--- config.mk ---
export PLATFORM = sky130hd
export DESIGN_NAME = square_accumulator
export DESIGN_NICKNAME = d
export VERILOG_FILES = /design/src/rtl/sq_pkg.sv /design/src/rtl/nibble_square_lut.sv /design/src/rtl/square_accumulator.sv
export SDC_FILE = /design/constraint.sdc
export NUM_CORES = 1
export LEC_CHECK = 0
export CAP_MARGIN = 25
export CORE_MARGIN = 4
export CORE_UTILIZATION = 49
export DETAILED_ROUTE_END_ITERATION = 8
export GPL_ROUTABILITY_DRIVEN = 1
export PLACE_DENSITY = 0.75
export SLEW_MARGIN = 30
export SYNTH_ARGS = -nofsm -noshare
export SYNTH_HDL_FRONTEND = slang
export SYNTH_SLANG_ARGS = --single-unit
--- constraint.sdc ---
create_clock -name clk -period 1.9 [get_ports clk]
set_input_delay 0.285 -clock clk [delete_from_list [all_inputs] [get_ports clk]]
set_output_delay 0.285 -clock clk [all_outputs]
set_load 0.005 [all_outputs]
--- src/rtl/sq_pkg.sv ---
// Shared definitions for the square accumulator: FSM state encoding and
// the width of one nibble square.
package sq_pkg;

    localparam int SQ_W = 8;

    typedef enum logic {
        ST_ACCUM = 1'b0,
        ST_HOLD  = 1'b1
    } state_e;

endpackage

--- src/rtl/nibble_square_lut.sv ---
// Combinational square of a 4-bit magnitude (0..15 -> 0..225) as a
// constant table.
module nibble_square_lut
    import sq_pkg::*;
(
    input  logic [3:0]      n,
    output logic [SQ_W-1:0] sq
);

    always_comb begin
        sq = '0;
        case (n)
            4'd0:  sq = 8'd0;
            4'd1:  sq = 8'd1;
            4'd2:  sq = 8'd4;
            4'd3:  sq = 8'd9;
            4'd4:  sq = 8'd16;
            4'd5:  sq = 8'd25;
            4'd6:  sq = 8'd36;
            4'd7:  sq = 8'd49;
            4'd8:  sq = 8'd64;
            4'd9:  sq = 8'd81;
            4'd10: sq = 8'd100;
            4'd11: sq = 8'd121;
            4'd12: sq = 8'd144;
            4'd13: sq = 8'd169;
            4'd14: sq = 8'd196;
            4'd15: sq = 8'd225;
            default: sq = '0;
        endcase
    end

endmodule

--- src/rtl/square_accumulator.sv ---
// Frame-based sum of squares of signed nibble samples with saturation,
// valid/ready on both sides and a held result until the consumer takes it.
module square_accumulator
    import sq_pkg::*;
#(
    parameter int FRAME_LEN = 16,
    parameter int ACC_W     = 12
) (
    input  logic             clk,
    input  logic             rst,
    input  logic             in_valid,
    output logic             in_ready,
    input  logic [3:0]       in_n,
    input  logic             in_sign,
    input  logic             in_last,
    output logic             out_valid,
    input  logic             out_ready,
    output logic [ACC_W-1:0] out_sum,
    output logic [7:0]       out_count,
    output logic             out_sat
);

    localparam logic [ACC_W-1:0] SUM_MAX = {ACC_W{1'b1}};
    localparam logic [7:0]       LEN     = 8'(FRAME_LEN);

    state_e           state_q, state_d;
    logic [ACC_W-1:0] acc_q, acc_d;
    logic [7:0]       cnt_q, cnt_d;
    logic             sat_q, sat_d;
    logic [ACC_W-1:0] out_sum_q, out_sum_d;
    logic [7:0]       out_count_q, out_count_d;
    logic             out_sat_q, out_sat_d;

    logic [SQ_W-1:0]  sq;
    logic [ACC_W:0]   sum_ext;
    logic [ACC_W-1:0] acc_next;
    logic [7:0]       cnt_next;
    logic             sat_next;
    logic             accept;
    logic             frame_end;

    // The square is sign-independent, so the sign bit is deliberately unused.
    logic unused_sign;
    assign unused_sign = in_sign;

    nibble_square_lut u_lut (
        .n  (in_n),
        .sq (sq)
    );

    // One extra carry bit detects overflow past the sum width.
    always_comb begin
        sum_ext   = {1'b0, acc_q} + {{(ACC_W + 1 - SQ_W){1'b0}}, sq};
        sat_next  = sat_q | sum_ext[ACC_W];
        acc_next  = sum_ext[ACC_W] ? SUM_MAX : sum_ext[ACC_W-1:0];
        cnt_next  = cnt_q + 8'd1;
        accept    = in_valid && (state_q == ST_ACCUM);
        frame_end = accept && ((cnt_next == LEN) || in_last);
    end

    always_comb begin
        state_d     = state_q;
        acc_d       = acc_q;
        cnt_d       = cnt_q;
        sat_d       = sat_q;
        out_sum_d   = out_sum_q;
        out_count_d = out_count_q;
        out_sat_d   = out_sat_q;

        case (state_q)
            ST_ACCUM: begin
                if (frame_end) begin
                    out_sum_d   = acc_next;
                    out_count_d = cnt_next;
                    out_sat_d   = sat_next;
                    acc_d       = '0;
                    cnt_d       = '0;
                    sat_d       = 1'b0;
                    state_d     = ST_HOLD;
                end else if (accept) begin
                    acc_d = acc_next;
                    cnt_d = cnt_next;
                    sat_d = sat_next;
                end
            end
            ST_HOLD: begin
                if (out_ready) begin
                    acc_d   = '0;
                    cnt_d   = '0;
                    sat_d   = 1'b0;
                    state_d = ST_ACCUM;
                end
            end
            default: state_d = ST_ACCUM;
        endcase
    end

    always_ff @(posedge clk or posedge rst) begin
        if (rst) begin
            state_q     <= ST_ACCUM;
            acc_q       <= '0;
            cnt_q       <= '0;
            sat_q       <= 1'b0;
            out_sum_q   <= '0;
            out_count_q <= '0;
            out_sat_q   <= 1'b0;
        end else begin
            state_q     <= state_d;
            acc_q       <= acc_d;
            cnt_q       <= cnt_d;
            sat_q       <= sat_d;
            out_sum_q   <= out_sum_d;
            out_count_q <= out_count_d;
            out_sat_q   <= out_sat_d;
        end
    end

    assign in_ready  = (state_q == ST_ACCUM);
    assign out_valid = (state_q == ST_HOLD);
    assign out_sum   = out_sum_q;
    assign out_count = out_count_q;
    assign out_sat   = out_sat_q;

endmodule

==> results.txt <==
----------------------------------------------------
[STA]
  Headroom to the max-slew limit ... 0.645
  Worst hold margin ... 0.417 ns
  Transition time of the tightest slew-check pin ... around 0.53 ns
  Post-route minimum period ... 2.11 ns
  Final clock skew ... 0.00786 ns
  Final number of max-transition violations ... 0
  Setup violation total in the final timing report ... 23
  Unrepaired setup endpoints after global routing ... yes
  Part of the cycle the worst path needs ... 1.11
  Maximum clock frequency ... approximately 470 MHz
  Worst path setup slack after routing ... -0.209 ns
  Final hold violation count ... 0

[Critical path]
  CP Capture Type ... flop
  Path type of the worst setup path ... in2reg
  WP data required ... 2.10 ns
  CP arrival ... around 2.3 ns
  Maximum fanout count along the critical path ... 5
  Startpoint kind of the worst setup timing path ... input port

[Detailed routing]
  Number of routed nets with antenna violations ... 0
  Post-detailed-route via-to-cell ratio ... approximately 6
  Routed length per instance ... 19.6 µm
  Drt pass-1 iters ... 5
  Vias after detailed routing ... 2,481
  Number of violations reported at the end of detailed-routing iteration 0 ... 220
  Total routed wirelength ... 8110 µm
  Drt drc ... 0

[Pwr]
  Reported leakage power ... between 0.0015 and 0.002 µW
  Post-route total power ... between 3000 and 4000 µW
  Max rail drop VDD ... between 500 and 600 µV
  Power Density ... 813 mW/mm²

[CTS]
  CTS HTree Levels ... 2
  Maximum number of buffers from clock root to sink ... 2
  TritonCTS clock tree ... yes
  Clock latency reported for the late side of the worst-skew pair ... 0.30 ns
  Hold buffer count at CTS ... 0
  Clock Sinks ... 43
  Total clock buffers created by CTS ... 5
  Clk slew on worst S/H paths ... 0.09 ns
  Root buffer cell ... sky130_fd_sc_hd__clkbuf_8

[Logic synthesis]
  Warnings from Yosys ... 0
  Most instantiated cells after synthesis ... sky130_fd_sc_hd__dfrtp_1 (43), sky130_fd_sc_hd__a21oi_1 (38), sky130_fd_sc_hd__nand2_1 (22)
  Post-synthesis instance total ... 252
  Largest area contributor in the synthesized netlist ... sky130_fd_sc_hd__dfrtp_1
  Leading cell types by total area after synthesis ... sky130_fd_sc_hd__dfrtp_1 (45%), sky130_fd_sc_hd__a21oi_1 (7.9%), sky130_fd_sc_hd__ha_1 (4.7%)
  Synthesized flop and latch total ... 43
  Share of synthesized flip-flops with an asynchronous set or reset ... 1.00
  Number of enable-type register cells in the synthesized netlist ... 0
  Average instance area after synthesis ... 9.55 µm²
  Synth top area share ... 0.447
  Net Count, Synth ... 271
  Post-Synthesis Cell Area ... 0.00241 mm²
  Most frequent cell after synthesis ... sky130_fd_sc_hd__dfrtp_1
  Top flip-flop cell by instance count after synthesis ... sky130_fd_sc_hd__dfrtp_1
  Sequential area share after synthesis ... 0.447
  Synth unique cells ... 51

[Place]
  Half-perimeter wire length after placement ... 4590 µm
  Placer Congestion ... 0.879
  PortBufs ... 31
  Worst setup slack before clock tree synthesis ... -0.999 ns
  Placed insts ... 387

[Die]
  Placeable core area ... 0.00475 mm²
  DIE WIDTH ... between 70 and 80 µm
  Die ar. ... around 0.006 mm²
  Effective utilization at floorplan ... 0.506
  Standard-cell row count ... 25
  Number of primary I/O pins ... 33
  Die span in y ... 78.1 µm

[Min path]
  Worst Hold Class ... in2async

[Layout]
  Syn-to-layout area delta ... 57.8%
  Final net count ... 364
  Final design utilization ... 0.799
  Number of standard cells in the final layout excluding fillers ... around 410
  Antenna diode count ... 0
  Ratio of cells with drive above 1 in the final layout ... 0.402

[Global route]
  GRT overflow ... 0
  GRT Util Overall ... 0.256
  Global-route wire length before repair ... 12,300 µm
  Initial antenna violation count ... 0
  Pin count of the biggest net entering global routing ... 44
  Vias in the first global route ... 2,493

[Run status]
  Outcome ... complete, but fails checks
  Violations in the final reports ... setup timing

[Run]
  Number of maximum-capacitance violations ... 0

----------------------------------------------------
final cells by class:
| class | count | area [µm²] |
|---|---|---|
| well taps | 67 | 83.8 |
| fillers | 290 | 957 |
| flip-flops and latches | 43 | 1080 |
| clock buffers | 7 | 86.3 |
| clock inverters | 1 | 8.76 |
| repair buffers | 97 | 848 |
| multi-input cells | 192 | 1670 |
| inverters | 6 | 25.0 |
placed cells by master, fill, tap and decap left out, types with 3 or more instances in the layout:
cell | Yosys | routed
sky130_fd_sc_hd__nand4_1 | 4 | 4
sky130_fd_sc_hd__a211oi_4 | 0 | 5
sky130_fd_sc_hd__clkdlybuf4s50_1 | 0 | 27
sky130_fd_sc_hd__buf_6 | 3 | 12
sky130_fd_sc_hd__ha_4 | 0 | 7
sky130_fd_sc_hd__xnor2_1 | 5 | 4
sky130_fd_sc_hd__a21oi_4 | 0 | 4
sky130_fd_sc_hd__a31oi_1 | 8 | 8
sky130_fd_sc_hd__nor2_4 | 1 | 3
sky130_fd_sc_hd__a21oi_1 | 38 | 32
sky130_fd_sc_hd__a22o_1 | 3 | 3
sky130_fd_sc_hd__and3_1 | 3 | 3
sky130_fd_sc_hd__nand3_1 | 4 | 4
sky130_fd_sc_hd__inv_1 | 6 | 5
sky130_fd_sc_hd__clkbuf_8 | 0 | 6
sky130_fd_sc_hd__o21ai_0 | 16 | 10
sky130_fd_sc_hd__xor2_1 | 6 | 6
sky130_fd_sc_hd__mux2_4 | 0 | 3
sky130_fd_sc_hd__buf_4 | 0 | 55
sky130_fd_sc_hd__dfrtp_1 | 43 | 41
sky130_fd_sc_hd__nor2_2 | 0 | 5
sky130_fd_sc_hd__nor2_1 | 15 | 8
sky130_fd_sc_hd__o21ai_1 | 2 | 5
sky130_fd_sc_hd__nand2_1 | 22 | 19
report_power, final:
group	switching, µW	internal [µW]	leakage [µW]	total (µW)
Sequential	127	1070	0.000547	1200
Combinational	587	680	0.000970	1270
Clock	323	298	0.0000484	621
registers in the layout (all words and copies together), names as in the netlist:
| signal | count |
|---|---|
| acc_q | 12 |
| cnt_q | 8 |
| sat_q | 1 |
| out_count | 8 |
| out_valid | 1 |
| out_sum | 12 |
| out_sat | 1 |
routing by layer:
| metal | GRT usage | share of wire | routed length (µm) |
|---|---|---|---|
| met5 | 0 | 0 | 0 |
| met4 | 0.0892 | 0.026 | 214 |
| met3 | 0.0470 | 0.056 | 452 |
| met2 | 0.439 | 0.49 | 4010 |
| met1 | 0.323 | 0.42 | 3430 |
worst paths after layout:
path                                   start  depth (start not counted)  slack [ns]           end
worst min-delay path                     rst                          3        0.42       out_sat
min in group clk                out_count[0]                          2        0.51  out_count[0]
worst max-delay path                 in_n[1]                         12       -0.21      acc_q[5]
max in group asynchronous                rst                          3        1.09      cnt_q[1]
worst min register to register  out_count[0]                          2        0.51  out_count[0]
worst max register to register      acc_q[0]                          9       -0.20      acc_q[5]
critical path: stages:
cell and delay, ns:
sky130_fd_sc_hd__buf_4 0.12, sky130_fd_sc_hd__inv_4 0.05, sky130_fd_sc_hd__o211ai_1 0.18, sky130_fd_sc_hd__o21ai_1 0.14, sky130_fd_sc_hd__ha_4 0.30, sky130_fd_sc_hd__o21a_1 0.18, sky130_fd_sc_hd__a21oi_4 0.09, sky130_fd_sc_hd__buf_4 0.14
sky130_fd_sc_hd__buf_6 0.11, sky130_fd_sc_hd__a211oi_4 0.39, sky130_fd_sc_hd__nor2_2 0.11, sky130_fd_sc_hd__o21ai_0 0.21
logic make-up (layout without fill, tap and decap cells):
logic type,Yosys count,in the layout,share of synthesized area
flops,43,43,0.447
simple gates,66,66,0.138
mux,6,6,0.0265
fa+ha+maj,9,9,0.0468
buf+inv,18,111,0.0390
compound gates,99,100,0.263
xor+xnor,11,11,0.0400
timing repair:
action	in CTS	in global routing
gates resized for setup	71	30
gates cloned	1	0
pin swaps	28	22
setup endpoints to repair	32	41
buffers inserted	9	9
hold endpoints to repair	0	0
through the flow:
| step | area [µm²] | setup TNS [ns] |
|---|---|---|
| after global placement | 3160 | -21.43 |
| after CTS | 3590 | -1.00 |
| after detailed placement | 3160 | -23.65 |
| after floorplan | 2490 | -2.34 |
| final | 3800 | -2.08 |
| after global routing | 3800 | -4.68 |
No activity file was read; power rests on OpenSTA's default activity.
